[config.mk]
export PLATFORM = sky130hd
export DESIGN_NAME = dsp_multacc_lanes
export DESIGN_NICKNAME = d
export VERILOG_FILES = /design/src/rtl/dsp_multacc_lanes.sv
export SDC_FILE = /design/constraint.sdc
export NUM_CORES = 1
export LEC_CHECK = 0
export ABC_AREA = 1
export CORE_MARGIN = 5
export CORE_UTILIZATION = 45
export CTS_BUF_LIST = sky130_fd_sc_hd__clkbuf_8
export DETAILED_ROUTE_END_ITERATION = 12
export GPL_ROUTABILITY_DRIVEN = 1
export PLACE_DENSITY = 0.68
export SLEW_MARGIN = 20
export SYNTH_ARGS = -nofsm -noshare
export SYNTH_HDL_FRONTEND = slang
export SYNTH_SLANG_ARGS = --single-unit
[constraint.sdc]
create_clock -name clk -period 13.3 [get_ports clk]
set_clock_uncertainty 0.15 [all_clocks]
set_input_delay 1.33 -clock clk [delete_from_list [all_inputs] [get_ports clk]]
set_output_delay 1.33 -clock clk [all_outputs]
set_load 0.03 [all_outputs]
[src/rtl/dsp_multacc_lanes.sv]
// Multi-lane multiply-accumulate pipeline: S1 input register, S2 multiply, S3 accumulate, output shift/round/reduce.
// Define DSP_MULTACC_SATURATE_EN to clamp outputs to the Z_WIDTH range instead of wrapping.
module dsp_multacc_lanes #(
  parameter int LANES     = 2,
  parameter int A_WIDTH   = 10,
  parameter int B_WIDTH   = 9,
  parameter int ACC_WIDTH = 24,
  parameter int Z_WIDTH   = 19
) (
  input  logic                       clk,
  input  logic                       lreset,
  input  logic                       in_valid,
  input  logic [LANES*A_WIDTH-1:0]   a,
  input  logic [LANES*B_WIDTH-1:0]   b,
  input  logic                       unsigned_a,
  input  logic                       unsigned_b,
  input  logic                       acc_clear,
  input  logic                       subtract,
  input  logic [4:0]                 shift_right,
  input  logic                       round,
  output logic                       out_valid,
  output logic [LANES*Z_WIDTH-1:0]   z,
  output logic [LANES-1:0]           out_sat
);
  localparam int P_WIDTH = A_WIDTH + B_WIDTH + 2;

  logic                     v1, v2, v3, ov;
  logic [LANES*A_WIDTH-1:0] a1;
  logic [LANES*B_WIDTH-1:0] b1;
  logic                     ua1, ub1, clr1, sub1, rnd1;
  logic [4:0]               shr1;
  logic                     sgn2, clr2, sub2, rnd2;
  logic [4:0]               shr2;
  logic                     sgn3, rnd3;
  logic [4:0]               shr3;
  logic [4:0]               sh_amt;

  // Controls ride alongside their sample so each stage sees the sample's own settings.
  always_ff @(posedge clk or posedge lreset) begin
    if (lreset) begin
      v1 <= 1'b0; v2 <= 1'b0; v3 <= 1'b0; ov <= 1'b0;
      a1 <= '0; b1 <= '0;
      ua1 <= 1'b0; ub1 <= 1'b0; clr1 <= 1'b0; sub1 <= 1'b0; rnd1 <= 1'b0; shr1 <= '0;
      sgn2 <= 1'b0; clr2 <= 1'b0; sub2 <= 1'b0; rnd2 <= 1'b0; shr2 <= '0;
      sgn3 <= 1'b0; rnd3 <= 1'b0; shr3 <= '0;
    end else begin
      v1 <= in_valid;
      v2 <= v1;
      v3 <= v2;
      ov <= v3;
      if (in_valid) begin
        a1 <= a; b1 <= b;
        ua1 <= unsigned_a; ub1 <= unsigned_b;
        clr1 <= acc_clear; sub1 <= subtract;
        shr1 <= shift_right; rnd1 <= round;
      end
      if (v1) begin
        sgn2 <= ~(ua1 & ub1);
        clr2 <= clr1; sub2 <= sub1;
        shr2 <= shr1; rnd2 <= rnd1;
      end
      if (v2) begin
        sgn3 <= sgn2; shr3 <= shr2; rnd3 <= rnd2;
      end
    end
  end

  assign out_valid = ov;

  always_comb begin
    sh_amt = (32'(shr3) > ACC_WIDTH - 1) ? 5'(ACC_WIDTH - 1) : shr3;
  end

  for (genvar l = 0; l < LANES; l++) begin : g_lane
    logic signed [A_WIDTH:0]   ax;
    logic signed [B_WIDTH:0]   bx;
    logic signed [P_WIDTH-1:0] prod;
    logic [ACC_WIDTH-1:0]      p2, acc;
    logic signed [ACC_WIDTH:0] acc_x, rnd_add;
    logic [Z_WIDTH-1:0]        z_next, z_q;

    // One extra bit per operand lets a single signed multiply cover every signedness mix exactly.
    always_comb begin
      ax   = {~ua1 & a1[l*A_WIDTH + A_WIDTH - 1], a1[l*A_WIDTH +: A_WIDTH]};
      bx   = {~ub1 & b1[l*B_WIDTH + B_WIDTH - 1], b1[l*B_WIDTH +: B_WIDTH]};
      prod = ax * bx;
    end

    // The extra top bit makes >>> behave as a logical shift for unsigned samples.
    always_comb begin
      acc_x   = sgn3 ? $signed({acc[ACC_WIDTH-1], acc}) : $signed({1'b0, acc});
      rnd_add = '0;
      if (rnd3 && sh_amt != '0) rnd_add[0] = acc[sh_amt - 5'd1];
    end

`ifdef DSP_MULTACC_SATURATE_EN
    localparam logic signed [ACC_WIDTH:0] ZMAX_S = {{(ACC_WIDTH-Z_WIDTH+2){1'b0}}, {(Z_WIDTH-1){1'b1}}};
    localparam logic signed [ACC_WIDTH:0] ZMIN_S = {{(ACC_WIDTH-Z_WIDTH+2){1'b1}}, {(Z_WIDTH-1){1'b0}}};
    localparam logic signed [ACC_WIDTH:0] ZMAX_U = {{(ACC_WIDTH-Z_WIDTH+1){1'b0}}, {Z_WIDTH{1'b1}}};
    logic signed [ACC_WIDTH:0] sh_x;
    logic                      sat_next, sat_q;

    always_comb begin
      sh_x     = (acc_x >>> sh_amt) + rnd_add;
      z_next   = sh_x[Z_WIDTH-1:0];
      sat_next = 1'b0;
      if (sgn3) begin
        if (sh_x > ZMAX_S) begin
          z_next = ZMAX_S[Z_WIDTH-1:0]; sat_next = 1'b1;
        end else if (sh_x < ZMIN_S) begin
          z_next = ZMIN_S[Z_WIDTH-1:0]; sat_next = 1'b1;
        end
      end else if (sh_x > ZMAX_U) begin
        z_next = ZMAX_U[Z_WIDTH-1:0]; sat_next = 1'b1;
      end
    end

    always_ff @(posedge clk or posedge lreset) begin
      if (lreset)  sat_q <= 1'b0;
      else if (v3) sat_q <= sat_next;
    end

    assign out_sat[l] = sat_q;
`else
    always_comb begin
      z_next = Z_WIDTH'((acc_x >>> sh_amt) + rnd_add);
    end

    assign out_sat[l] = 1'b0;
`endif

    always_ff @(posedge clk or posedge lreset) begin
      if (lreset) begin
        p2  <= '0;
        acc <= '0;
        z_q <= '0;
      end else begin
        if (v1) p2  <= ACC_WIDTH'(prod);
        if (v2) acc <= (clr2 ? '0 : acc) + (sub2 ? -p2 : p2);
        if (v3) z_q <= z_next;
      end
    end

    assign z[l*Z_WIDTH +: Z_WIDTH] = z_q;
  end

endmodule
==> Yosys cells after proc, flatten, opt, wreduce, memory -nomap -nowiden <==
Index checks and enable logic that the tools add are counted.
W data, S select, Z words.
{ "op_classes": {"n_addsub": 7, "n_mul": 2, "n_lt_le_gt_ge": 2, "shifts": 2, "mux": 13, "bitwise_logic": 8, "n_reduce_logical": 2} }
{ "ops": {"columns": ["op", "n"], "rows": [
  ["$mux W24", 4],
  ["$mux W25", 2],
  ["$sshr A25 B5 Y19", 2],
  ["$add A24 B24 Y24", 2],
  ["$neg A24 Y24", 2],
  ["$mul A11 B10 Y21", 2],
  ["$add A19 B2 Y19", 2],
  ["$bmux W1 S5", 2],
  ["$lt A5 B6 Y1 const B", 1],
  ["$and A1 B1 Y1", 5],
  ["$gt A5 B5 Y1 const B", 1],
  ["$mux W5", 1],
  ["$reduce_bool A5 Y1", 1],
  ["$sub A5 B1 Y5 const B", 1],
  ["$mux W1", 4],
  ["$not A1 Y1", 3],
  ["$logic_and A1 B1 Y1", 1]
]} }
{ "totals": {"regBits": 196, "inputBits": 51, "output_inout_bits": 41} }

==> Longest topological paths before layout <==
Gate-level depths: netlist of run 1.
{ "depth": {"word_depth": 7, "mapped_depth": 25, "ltp_nobuf": 24} }

==> Least setup slack after synthesis of run 1 <==
Ideal clock, no wire load.
{ "synth_path": {"path_type": "flip-flop to flip-flop", "from": "register a1[19]", "to": "register g_lane[1].p2[18]", "setup_time_ps": 135, "arrival_time_ps": 5146, "required_ps": 13015, "slack_ps": 7869, "stages_incl_launch_ff": 23, "path_buffers": 1, "synth_period_minus_slack_ps": 5431, "path_cell_list": "dfrtp_1 clkbuf_1 nand2_1 nor2_1 inv_1 fa_1 inv_1 fa_1 fa_1 fa_1 inv_1 fa_1 inv_1 ha_1 a21oi_1 o21a_1 nand3_1 nand3_1 a21oi_1 or2_2 or2_2 nand3_1 o21ai_0"} }
{ "synth_between": {"elab_chain_len": 2} }
{ "synth_lines": {"columns": ["element", "line", "source"], "rows": [
  ["from (decl)", "28", "logic [LANES*A_WIDTH-1:0] a1;"],
  ["from (signal assigned)", "42", "a1 <= '0; b1 <= '0;"],
  ["from (signal assigned)", "52", "a1 <= a; b1 <= b;"],
  ["$and A1 B1 Y1", "84", "ax = {~ua1 & a1[l*A_WIDTH + A_WIDTH - 1], a1[l*A_WIDTH +: A_WIDTH]};"],
  ["$mul A11 B10 Y21 (*)", "86", "prod = ax * bx;"],
  ["to (signal assigned)", "138", "if (v1) p2 <= ACC_WIDTH'(prod);"],
  ["to (decl)", "78", "logic [ACC_WIDTH-1:0] p2, acc;"]
]} }
Mark *: on every way between the ends. The rest lies on a longest branch, timed or not.
A chain may end at the register's enable or synchronous reset.

==> Worst setup path in the final report of run 1 <==
{ "layout_path": {"from": "register b1[8]", "to": "register g_lane[0].p2[17]"} }
{ "layout_between": {"elab_chain_len": 2} }
{ "layout_lines": {"columns": ["element", "line", "source"], "rows": [
  ["from (decl)", "29", "logic [LANES*B_WIDTH-1:0] b1;"],
  ["from (signal assigned)", "42", null],
  ["from (signal assigned)", "52", null],
  ["$and A1 B1 Y1", "85", "bx = {~ub1 & b1[l*B_WIDTH + B_WIDTH - 1], b1[l*B_WIDTH +: B_WIDTH]};"],
  ["$mul A11 B10 Y21 (*)", "86", null],
  ["to (signal assigned)", "138", null],
  ["to (decl)", "78", null]
]} }
Marks and branches as above.

==> results.toml, run 1 <==
[setup_path]
crit_chain = "inv_1 -> nor2_1 -> clkinv_1 -> nor2_1 -> fa_1 -> fa_1 -> fa_1 -> fa_1 -> inv_1 -> fa_1 -> inv_1 -> ha_1 -> a21oi_1 -> o21a_1 -> nand2_1 -> a21oi_1 -> o21ai_0 -> inv_1 -> o21ai_0 -> or2_2 -> nand3_1 -> nand2_1"
crit_type = "register to register"
critPathLaunchType = "register"
cp.required_ns = 13.65
rr_startpoint = "b1[8]"
cp_num_buf_inv = 5
slowest_stage = "dfrtp_1"
critPathMaxStageDelay_ns = 0.55
reg2reg_slack_ns = 7.25
worstSetupStartpoint = "b1[8]"
rr_worst_depth = 22
crit_top_cell = "fa_1"
cp.arrival_ns = 6.40
crit_cells = 22
cp_max_fo = 11
worstSetupEndpointType = "register"
crit_end = "g_lane[0].p2[17]"
critPathTopFamily = "adder cells"
r2r-end = "g_lane[0].p2[17]"

[layout]
area.growth.synth_to_final_pct = 7.10
utilization = 0.485
finalNetCount = 3629
drive_above_1_share = 0.0454
n_antenna_cell = 0
fillerInstances = 5176

[drt]
dr_total_vias = 20400
wire_per_inst_um = 15.1
drt-total-wl_mm = 59.2
drt_first_pass_iters = 7
avgViaCountPerCell = 5.22
drc_errors = 0
drt-initial-drc-count = 1373
antenna_left = 0

[worst_hold_path]
hold_path.class = "register to register"
whs_path_depth = 2

[yosys]
netlist.area_leader.share = 0.211
ys_warn_count = 0
syn_inst = 3233
synth_area_leader_cell = "dfrtp_1"
netlist_area_um2 = 23200
syn_avg_cell_area_um2 = 7.17
ys_seq_elements = 196
synth_edf_count = 0
ys.flop_type = "dfrtp_1"
ys_seq_area_frac = 0.211
async_reset_ff_frac = 1.00
synthTopCellsByArea = "dfrtp_1, fa_1, nand2_1"
yosysUniqueCellTypes = 50

[timing]
fin_crit_ns = 6.05
setup-tns-final_ns = 0
post-route-period-util = 0.455
finalSetupViolCount = 0
hold_ws_ns = 0.327
relSlewSlack = 0.320
setup_slack_ns = 7.25
fmax_ghz = 0.165
slew_viol_final = 0
rsz0062_at_grt = "no"
tightest_slew_ns = 1.01
hold_viol = 0

[clocking]
numCtsBuffers = 17
cts_tree = "done"
cts_resized = 0
ctsHoldBuffers = 0
clock_sinks = 196
clk_latency_ns = 0.59
cts-root-buf = "clkbuf_8"
clk_pin_slew_ns = 0.13
cts_buffer_depth = 2
postCtsSetupBuffers = 0
htreeDepth = 4

[floorplan]
die_x_um = 237
start_util = 0.453
die-height_um = 237
dieArea_um2 = 56200
core_um2 = 51200
io_pins = 92
fp-row-count = 83

[place]
hpwl_mm = 47.2
place.port_buffers = 89
routabilityCongestion = 0.930
dp_slack_ns = 7.30

[global_routing]
grt_start_max_net_pins = 83
grt.overflow.total = 0
antenna_found_initial = 0
grt_pass1_vias = 19400
grt_pass1_wl_mm = 98.5
grtUsageTotal = 0.211

[run_status]
outcome = "complete, no violations"

[pwr]
cellLeakagePower_nw = 13.2
peakVddDrop_uv = 156
p_per_area_nw_per_um2 = 258

[job]
drv_cap = 0
per-stage QoR:
step	std cells	power, W	area, um^2
floorplan	3234	0.00485	23200
global placement	3884	0.00596	24400
detailed placement	3884	0.00599	24400
CTS	3916	0.00643	24800
global route	3916	0.00722	24800
finish	3916	0.00641	24800
power breakdown:
group | switching (W) | internal, W | total (W)
registers | 0.000202 | 0.000808 | 0.00101
clock network | 0.000271 | 0.000144 | 0.000416
logic | 0.00309 | 0.00189 | 0.00499
final cells by class:
class / instances / area [um^2] / share of cell area
multi-input cells: 2328 / 15500 / 0.624
clock inverters: 15 / 179 / 0.00720
clock buffers: 17 / 234 / 0.00942
well taps: 680 / 851 / 0.0343
flip-flops and latches: 196 / 4910 / 0.198
repair buffers: 101 / 980 / 0.0394
inverters: 579 / 2180 / 0.0878
layout by cell type, fill, tap and decap left out, types with 6 or more instances in the layout:
master / Yosys / routed
nand2_1: 759 / 759
inv_1: 568 / 566
nand3_1: 376 / 376
nor2_1: 230 / 228
fa_1: 200 / 200
dfrtp_1: 196 / 194
o21ai_0: 171 / 171
ha_1: 155 / 155
a21oi_1: 100 / 100
clkdlybuf4s50_1: 0 / 88
xor2_1: 60 / 60
mux2_2: 35 / 35
nand4_1: 30 / 30
xnor2_1: 30 / 30
or2_2: 28 / 28
a31oi_1: 27 / 27
nor3_1: 22 / 22
clkbuf_8: 0 / 17
nor2_2: 9 / 11
buf_4: 10 / 11
o22ai_1: 10 / 10
o21bai_1: 9 / 9
inv_2: 7 / 8
nand3b_1: 7 / 7
nand3_2: 7 / 7
a21o_1: 6 / 6
o21a_1: 6 / 6
o21ai_1: 6 / 6
o211ai_1: 6 / 6
worst min-delay path by stage:
| stage | from | endpoint | slack [ns] |
|---|---|---|---|
| global placement | g_lane[0].z_q[1] | g_lane[0].z_q[1] | 0.30 |
| floorplan | v3 | out_valid | 0.20 |
| global route | g_lane[1].z_q[1] | g_lane[1].z_q[1] | 0.35 |
| detailed placement | g_lane[0].z_q[1] | g_lane[0].z_q[1] | 0.31 |
| CTS | g_lane[0].z_q[1] | g_lane[0].z_q[1] | 0.33 |
| finish | g_lane[0].z_q[1] | g_lane[0].z_q[1] | 0.33 |
registers in the layout (all words and copies together), names as in the netlist, 5 cells and up:
signal	count
g_lane.acc	48
g_lane.p2	42
g_lane.z_q	38
a1	20
b1	18
shr1	5
shr2	5
shr3	5
worst register-to-register path: cells and delay by family, from the launching register on:
| family | cells | cell delay [ns] |
|---|---|---|
| adder cells (fa/ha/maj) | 6 | 2.88 |
| buffers and inverters | 5 | 0.63 |
| flip-flops | 1 | 0.55 |
| AO/OA/AOI/OAI | 5 | 0.77 |
| AND/OR/NAND/NOR | 6 | 0.99 |
per-layer routing:
layer	wire (um)	global-route usage
met5	0	0
met4	1570	0.0652
met3	3390	0.0395
met2	26700	0.333
met1	27500	0.297
cell usage after synthesis, types with 4 or more instances:
library cell	n
a211oi_1	5
nand3_1	376
nor2_1	230
inv_2	7
clkbuf_1	86
inv_1	568
o21ai_1	6
or2_2	28
nor4_1	4
mux2_2	35
o21ai_0	171
buf_1	6
buf_4	10
nor2_2	9
buf_6	8
a31oi_1	27
o21a_1	6
o21bai_1	9
nand3b_1	7
o211ai_1	6
clkinv_1	4
a21o_1	6
dfrtp_1	196
nand3_2	7
xor2_1	60
nand2_1	759
xnor2_1	30
fa_1	200
nand4_1	30
a21oi_1	100
buf_2	21
ha_1	155
nor3_1	22
o22ai_1	10
o31ai_1	4
nor2_4	4
kinds of logic after synthesis:
| logic type | count (synthesis) | synth area share |
|---|---|---|
| and+or+nand+nor | 1486 | 0.276 |
| buffers and inverters | 710 | 0.120 |
| AOI/OAI and AO/OA | 360 | 0.0850 |
| adders and majority gates | 355 | 0.256 |
| DFF | 196 | 0.211 |
| xor gates and xnor gates | 90 | 0.0340 |
| muxes | 35 | 0.0170 |
| other | 1 | 0.000162 |
Note: power is estimated with default switching activity, not from simulation.
==> inputs of run 2 (changes only) <==
==> constraint.sdc (replaced) <==
create_clock -name clk -period 6.3 [get_ports clk]
set_clock_uncertainty 0.15 [all_clocks]
set_input_delay 0.63 -clock clk [delete_from_list [all_inputs] [get_ports clk]]
set_output_delay 0.63 -clock clk [all_outputs]
set_load 0.03 [all_outputs]
==> results.toml, run 2 (synthesized netlist as in run 1, its figures left out) <==
[run_status]
outcome = "complete, no violations"

[clocking]
clock_sinks = 196
cts_resized = 0
clk_pin_slew_ns = 0.12
clk_latency_ns = 0.54
ctsHoldBuffers = 0
cts_tree = "done"
cts_buffer_depth = 2
cts-root-buf = "clkbuf_8"
numCtsBuffers = 17
htreeDepth = 4
postCtsSetupBuffers = 0

[setup_path]
cp_num_buf_inv = 5
critPathTopFamily = "adder cells"
critPathMaxStageDelay_ns = 0.55
crit_type = "register to register"
cp.arrival_ns = 6.14
critPathLaunchType = "register"
r2r-end = "g_lane[0].p2[17]"
crit_top_cell = "fa_1"
slowest_stage = "dfrtp_1"
rr_startpoint = "b1[8]"
crit_chain = "inv_1 -> nor2_1 -> clkinv_1 -> nor2_1 -> fa_1 -> fa_1 -> fa_1 -> fa_1 -> inv_1 -> fa_1 -> inv_1 -> ha_1 -> a21oi_1 -> o21a_1 -> nand2_1 -> a21oi_1 -> o21ai_0 -> inv_1 -> o21ai_0 -> or2_2 -> nand3_1 -> nand2_1"
cp_max_fo = 11
worstSetupEndpointType = "register"
cp.required_ns = 6.60
rr_worst_depth = 22
reg2reg_slack_ns = 0.45

[timing]
hold_viol = 0
finalSetupViolCount = 0
post-route-period-util = 0.928
rsz0062_at_grt = "no"
relSlewSlack = 0.313
slew_viol_final = 0
fmax_ghz = 0.171
fin_crit_ns = 5.85
setup-tns-final_ns = 0
tightest_slew_ns = 1.02

[job]
drv_cap = 0

[pwr]
p_total_w = 0.0136
switchingPower_w = 0.00753
peakVddDrop_uv = 407
cellLeakagePower_nw = 13.2
swShare = 0.555
p_clk_frac = 0.064
p_per_area_nw_per_um2 = 544
seqPwrFrac = 0.156
pwr-share-comb = 0.779
internal_power_w = 0.00603

[place]
hpwl_mm = 46.6
place.port_buffers = 89
dpl.cell_count = 3892
routabilityCongestion = 0.945

[layout]
finalNetCount = 3637
layout.cells.non_filler = 3924
area.growth.synth_to_final_pct = 7.36
largestRegisters = "g_lane.acc x48, g_lane.p2 x42, g_lane.z_q x38"
most-common-layout-cells = "nand2_1, inv_1, nand3_1, nor2_1, fa_1"
largest-register = "g_lane.acc"
largest_reg_flops = 48
n_antenna_cell = 0
drive_above_1_share = 0.0478
final_common_cell = "nand2_1"

[drt]
drt-total-wl_mm = 58.3
antenna_left = 0
drt_first_pass_iters = 6
drc_errors = 0
dr_total_vias = 20400
avgViaCountPerCell = 5.19
drt-initial-drc-count = 1546
wire_per_inst_um = 14.9

[floorplan]
fp-row-count = 83
core_um2 = 51200
io_pins = 92
die-height_um = 237
start_util = 0.453
dieArea_um2 = 56200
die_x_um = 237

[global_routing]
grt_pass1_vias = 19600
grt.overflow.total = 0
grt_pass1_wl_mm = 98.3
grtUsageTotal = 0.208
grt_start_max_net_pins = 110
antenna_found_initial = 0

[worst_hold_path]
hold_path.class = "register to register"
whs_path_depth = 2
min_to = "g_lane[1].z_q[0]"
min_from = "g_lane[1].z_q[0]"
==> run 2: changes by cell type in the layout (fill, tap and decap cells not counted) <==
cell and change:
buf_6 -1, clkinv_4 +1, inv_6 -3, buf_4 +9, inv_8 +2
==> run 2: per-layer routing <==
| metal | global-route usage | wire length, um | vias to the layer above |
|---|---|---|---|
| met1 | 0.300 | 27400 | 9514 |
| met3 | 0.0317 | 3550 | 75 |
| met2 | 0.336 | 26200 | 592 |
| met5 | 0 | 0 | - |
| li1 | - | - | 10200 |
| met4 | 0.0451 | 1170 | 0 |
==> run 2: how the worst max path moves through the flow <==
stage,end,start,cells past startpoint
after detailed placement,g_lane[0].p2[17],b1[8],22
after floorplan,a1[0],lreset,1
after global routing,g_lane[0].p2[17],b1[8],23
final,g_lane[0].p2[17],b1[8],22
after CTS,g_lane[0].p2[17],b1[8],22
after global placement,g_lane[0].p2[17],b1[8],22
==> run 2: through the flow <==
stage                     worst slack [ns]  utilization  area, um^2  hold WS, ns
after floorplan                      0.179            -       23200        0.202
after global placement               0.564        0.478       24500        0.307
after detailed placement             0.481        0.478       24500        0.313
after CTS                            0.458        0.486       24900        0.339
after global routing                0.0191        0.486       24900        0.366
final                                0.453        0.486       24900        0.334
==> run 2: power groups by stage <==
stage,registers [W],logic (W),clock network [W]
after floorplan,0.00214,0.00810,0
after global placement,0.00213,0.0104,0
after detailed placement,0.00214,0.0105,0
after CTS,0.00212,0.0106,0.000898
after global routing,0.00218,0.0122,0.000949
final,0.00212,0.0106,0.000873
==> run 2: layout make-up <==
class                      instances  area [um^2]
tap                              680          851
timing repair buffer             109         1040
clock inverter                    15          184
sequential                       196         4910
inverter                         579         2180
fill                            5214        26300
multi-input combinational       2328        15500
clock buffer                      17          234
==> run 2: worst register-to-register path, stage by stage, from the launching register on <==
cell      delay (ns)
dfrtp_1         0.55
inv_1           0.10
nor2_1          0.15
clkinv_1        0.25
nor2_1          0.22
fa_1            0.44
fa_1            0.52
fa_1            0.51
fa_1            0.54
inv_1           0.05
fa_1            0.53
inv_1           0.04
ha_1            0.33
a21oi_1         0.16
o21a_1          0.14
nand2_1         0.08
a21oi_1         0.20
o21ai_0         0.17
inv_1           0.11
o21ai_0         0.09
or2_2           0.29
nand3_1         0.07
nand2_1         0.06
==> inputs of run 3 (changes only) <==
==> constraint.sdc (replaced) <==
create_clock -name clk -period 6.3 [get_ports clk]
set_clock_uncertainty 0.15 [all_clocks]
set_input_delay 1.575 -clock clk [delete_from_list [all_inputs] [get_ports clk]]
set_output_delay 1.575 -clock clk [all_outputs]
set_load 0.03 [all_outputs]
==> results.toml, run 3 (synthesized netlist as in run 1, its figures left out) <==
[setup_path]
cp.arrival_ns = 6.19
rr_worst_depth = 18
critPathTopFamily = "adder cells"
cp.required_ns = 6.65
critPathLaunchType = "register"
cp_num_buf_inv = 5
rr_startpoint = "ua1"
crit_chain = "nor2_1 -> fa_1 -> inv_1 -> fa_1 -> inv_1 -> fa_1 -> inv_1 -> fa_1 -> fa_1 -> inv_1 -> ha_1 -> inv_1 -> nor3_1 -> nand4_1 -> o21ai_0 -> a21oi_1 -> xor2_1 -> o21ai_0"
critPathMaxStageDelay_ns = 0.75
crit_type = "register to register"
slowest_stage = "fa_1"
worstSetupEndpointType = "register"
r2r-end = "g_lane[0].p2[20]"
reg2reg_slack_ns = 0.46
cp_max_fo = 15

[layout]
layout.cells.non_filler = 3922
fillerInstances = 5201
largest_reg_flops = 48
finalNetCount = 3635
n_antenna_cell = 0
largest-register = "g_lane.acc"
largestRegisters = "g_lane.acc x48, g_lane.p2 x42, g_lane.z_q x38"
most-common-layout-cells = "nand2_1, inv_1, nand3_1, nor2_1, fa_1"
area.growth.synth_to_final_pct = 7.39
drive_above_1_share = 0.0481
final_common_cell = "nand2_1"
fin_area_um2 = 24900

[global_routing]
grt.overflow.total = 0
antenna_found_initial = 0
grt_start_max_net_pins = 147
grt_pass1_vias = 19600
grtUsageTotal = 0.212
grt_pass1_wl_mm = 99.0

[drt]
antenna_left = 0
wire_per_inst_um = 14.9
drt_first_pass_iters = 7
avgViaCountPerCell = 5.19
drc_errors = 0
drt-total-wl_mm = 58.5
drt-initial-drc-count = 1388
dr_total_vias = 20300

[timing]
post-route-period-util = 0.927
rsz0062_at_grt = "no"
fin_crit_ns = 5.84
hold_viol = 0
tightest_slew_ns = 1.02
fmax_ghz = 0.171
finalSetupViolCount = 0
relSlewSlack = 0.322
setup-tns-final_ns = 0
slew_viol_final = 0

[worst_hold_path]
whs_path_depth = 2
hold_path.class = "register to register"
min_from = "g_lane[1].z_q[1]"
min_to = "g_lane[1].z_q[1]"

[place]
routabilityCongestion = 0.943
dpl_cell_area_um2 = 24500
dpl.cell_count = 3890
hpwl_mm = 46.6
place.port_buffers = 89

[pwr]
p_per_area_nw_per_um2 = 544
swShare = 0.556
cellLeakagePower_nw = 13.2
internal_power_w = 0.00603
switchingPower_w = 0.00753
p_total_w = 0.0136
peakVddDrop_uv = 309
seqPwrFrac = 0.157
p_clk_frac = 0.067
pwr-share-comb = 0.777

[floorplan]
fp-row-count = 83
dieArea_um2 = 56200
core_um2 = 51200
die-height_um = 237
start_util = 0.453
io_pins = 92
die_x_um = 237

[clocking]
ctsHoldBuffers = 0
clk_latency_ns = 0.59
numCtsBuffers = 17
cts_tree = "done"
cts-root-buf = "clkbuf_8"
clock_sinks = 196
htreeDepth = 4
postCtsSetupBuffers = 0
clk_pin_slew_ns = 0.11
cts_buffer_depth = 2
cts_resized = 0

[run_status]
outcome = "complete, no violations"

[job]
drv_cap = 0
run 3: changes by cell type in the layout (fill, tap and decap cells not counted), moves of 2 or more:
cell      previous run  this run
buf_4               20        17
inv_8                7         4
clkinv_4             2         0
inv_2                8        10
inv_6                2         4
run 3: layout make-up:
cell class / instances / area (um^2) / share of cell area
tap: 680 / 851 / 0.0342
clock buffer: 17 / 234 / 0.00939
clock inverter: 15 / 194 / 0.00779
timing repair buffer: 107 / 1030 / 0.0415
inverter: 579 / 2180 / 0.0874
sequential: 196 / 4910 / 0.197
multi-input combinational: 2328 / 15500 / 0.623
run 3: per-stage QoR:
step / hold WS (ns) / utilization / worst slack, ns
2_1_floorplan: 0.202 / - / 0.869
3_3_place_gp: 0.306 / 0.478 / 0.309
3_5_place_dp: 0.308 / 0.478 / 0.213
4_1_cts: 0.335 / 0.486 / 0.188
5_1_grt: 0.358 / 0.486 / 0.00382
6_report: 0.331 / 0.486 / 0.460
run 3: worst reg2reg max path: cells and delay by family, from the launching register on:
kind	cells	cell delay, ns
compound gates	3	0.41
xor+xnor	1	0.14
fa+ha+maj	6	3.29
buf+inv	5	0.38
flops	1	0.74
simple gates	3	0.66
run 3: worst max path at each step:
stage                             endpoint    from  cells past startpoint  slack (ns)
after global placement    g_lane[0].p2[17]   b1[8]                     22        0.31
final                     g_lane[0].p2[20]     ua1                     18        0.46
after global routing      g_lane[0].p2[20]     ua1                     18       0.004
after floorplan           g_lane[1].p2[18]  a1[19]                     22        0.87
after detailed placement  g_lane[0].p2[17]   b1[8]                     22        0.21
after CTS                 g_lane[0].p2[17]   b1[8]                     22        0.19
run 3: power groups by stage:
| stage | combinational (W) | sequential (W) | clock, W |
|---|---|---|---|
| 6_report | 0.0105 | 0.00212 | 0.000904 |
| 5_1_grt | 0.0122 | 0.00218 | 0.000982 |
| 2_1_floorplan | 0.00810 | 0.00214 | 0 |
| 3_3_place_gp | 0.0104 | 0.00214 | 0 |
| 4_1_cts | 0.0105 | 0.00212 | 0.000938 |
| 3_5_place_dp | 0.0105 | 0.00215 | 0 |
run 3: per-layer routing:
metal,vias to the layer above,share of wire,wire (um),global-route usage
li1,10200,-,-,-
met1,9488,0.47,27400,0.298
met2,589,0.45,26300,0.335
met3,73,0.061,3590,0.0397
met4,0,0.021,1250,0.0616
met5,-,0,0,0
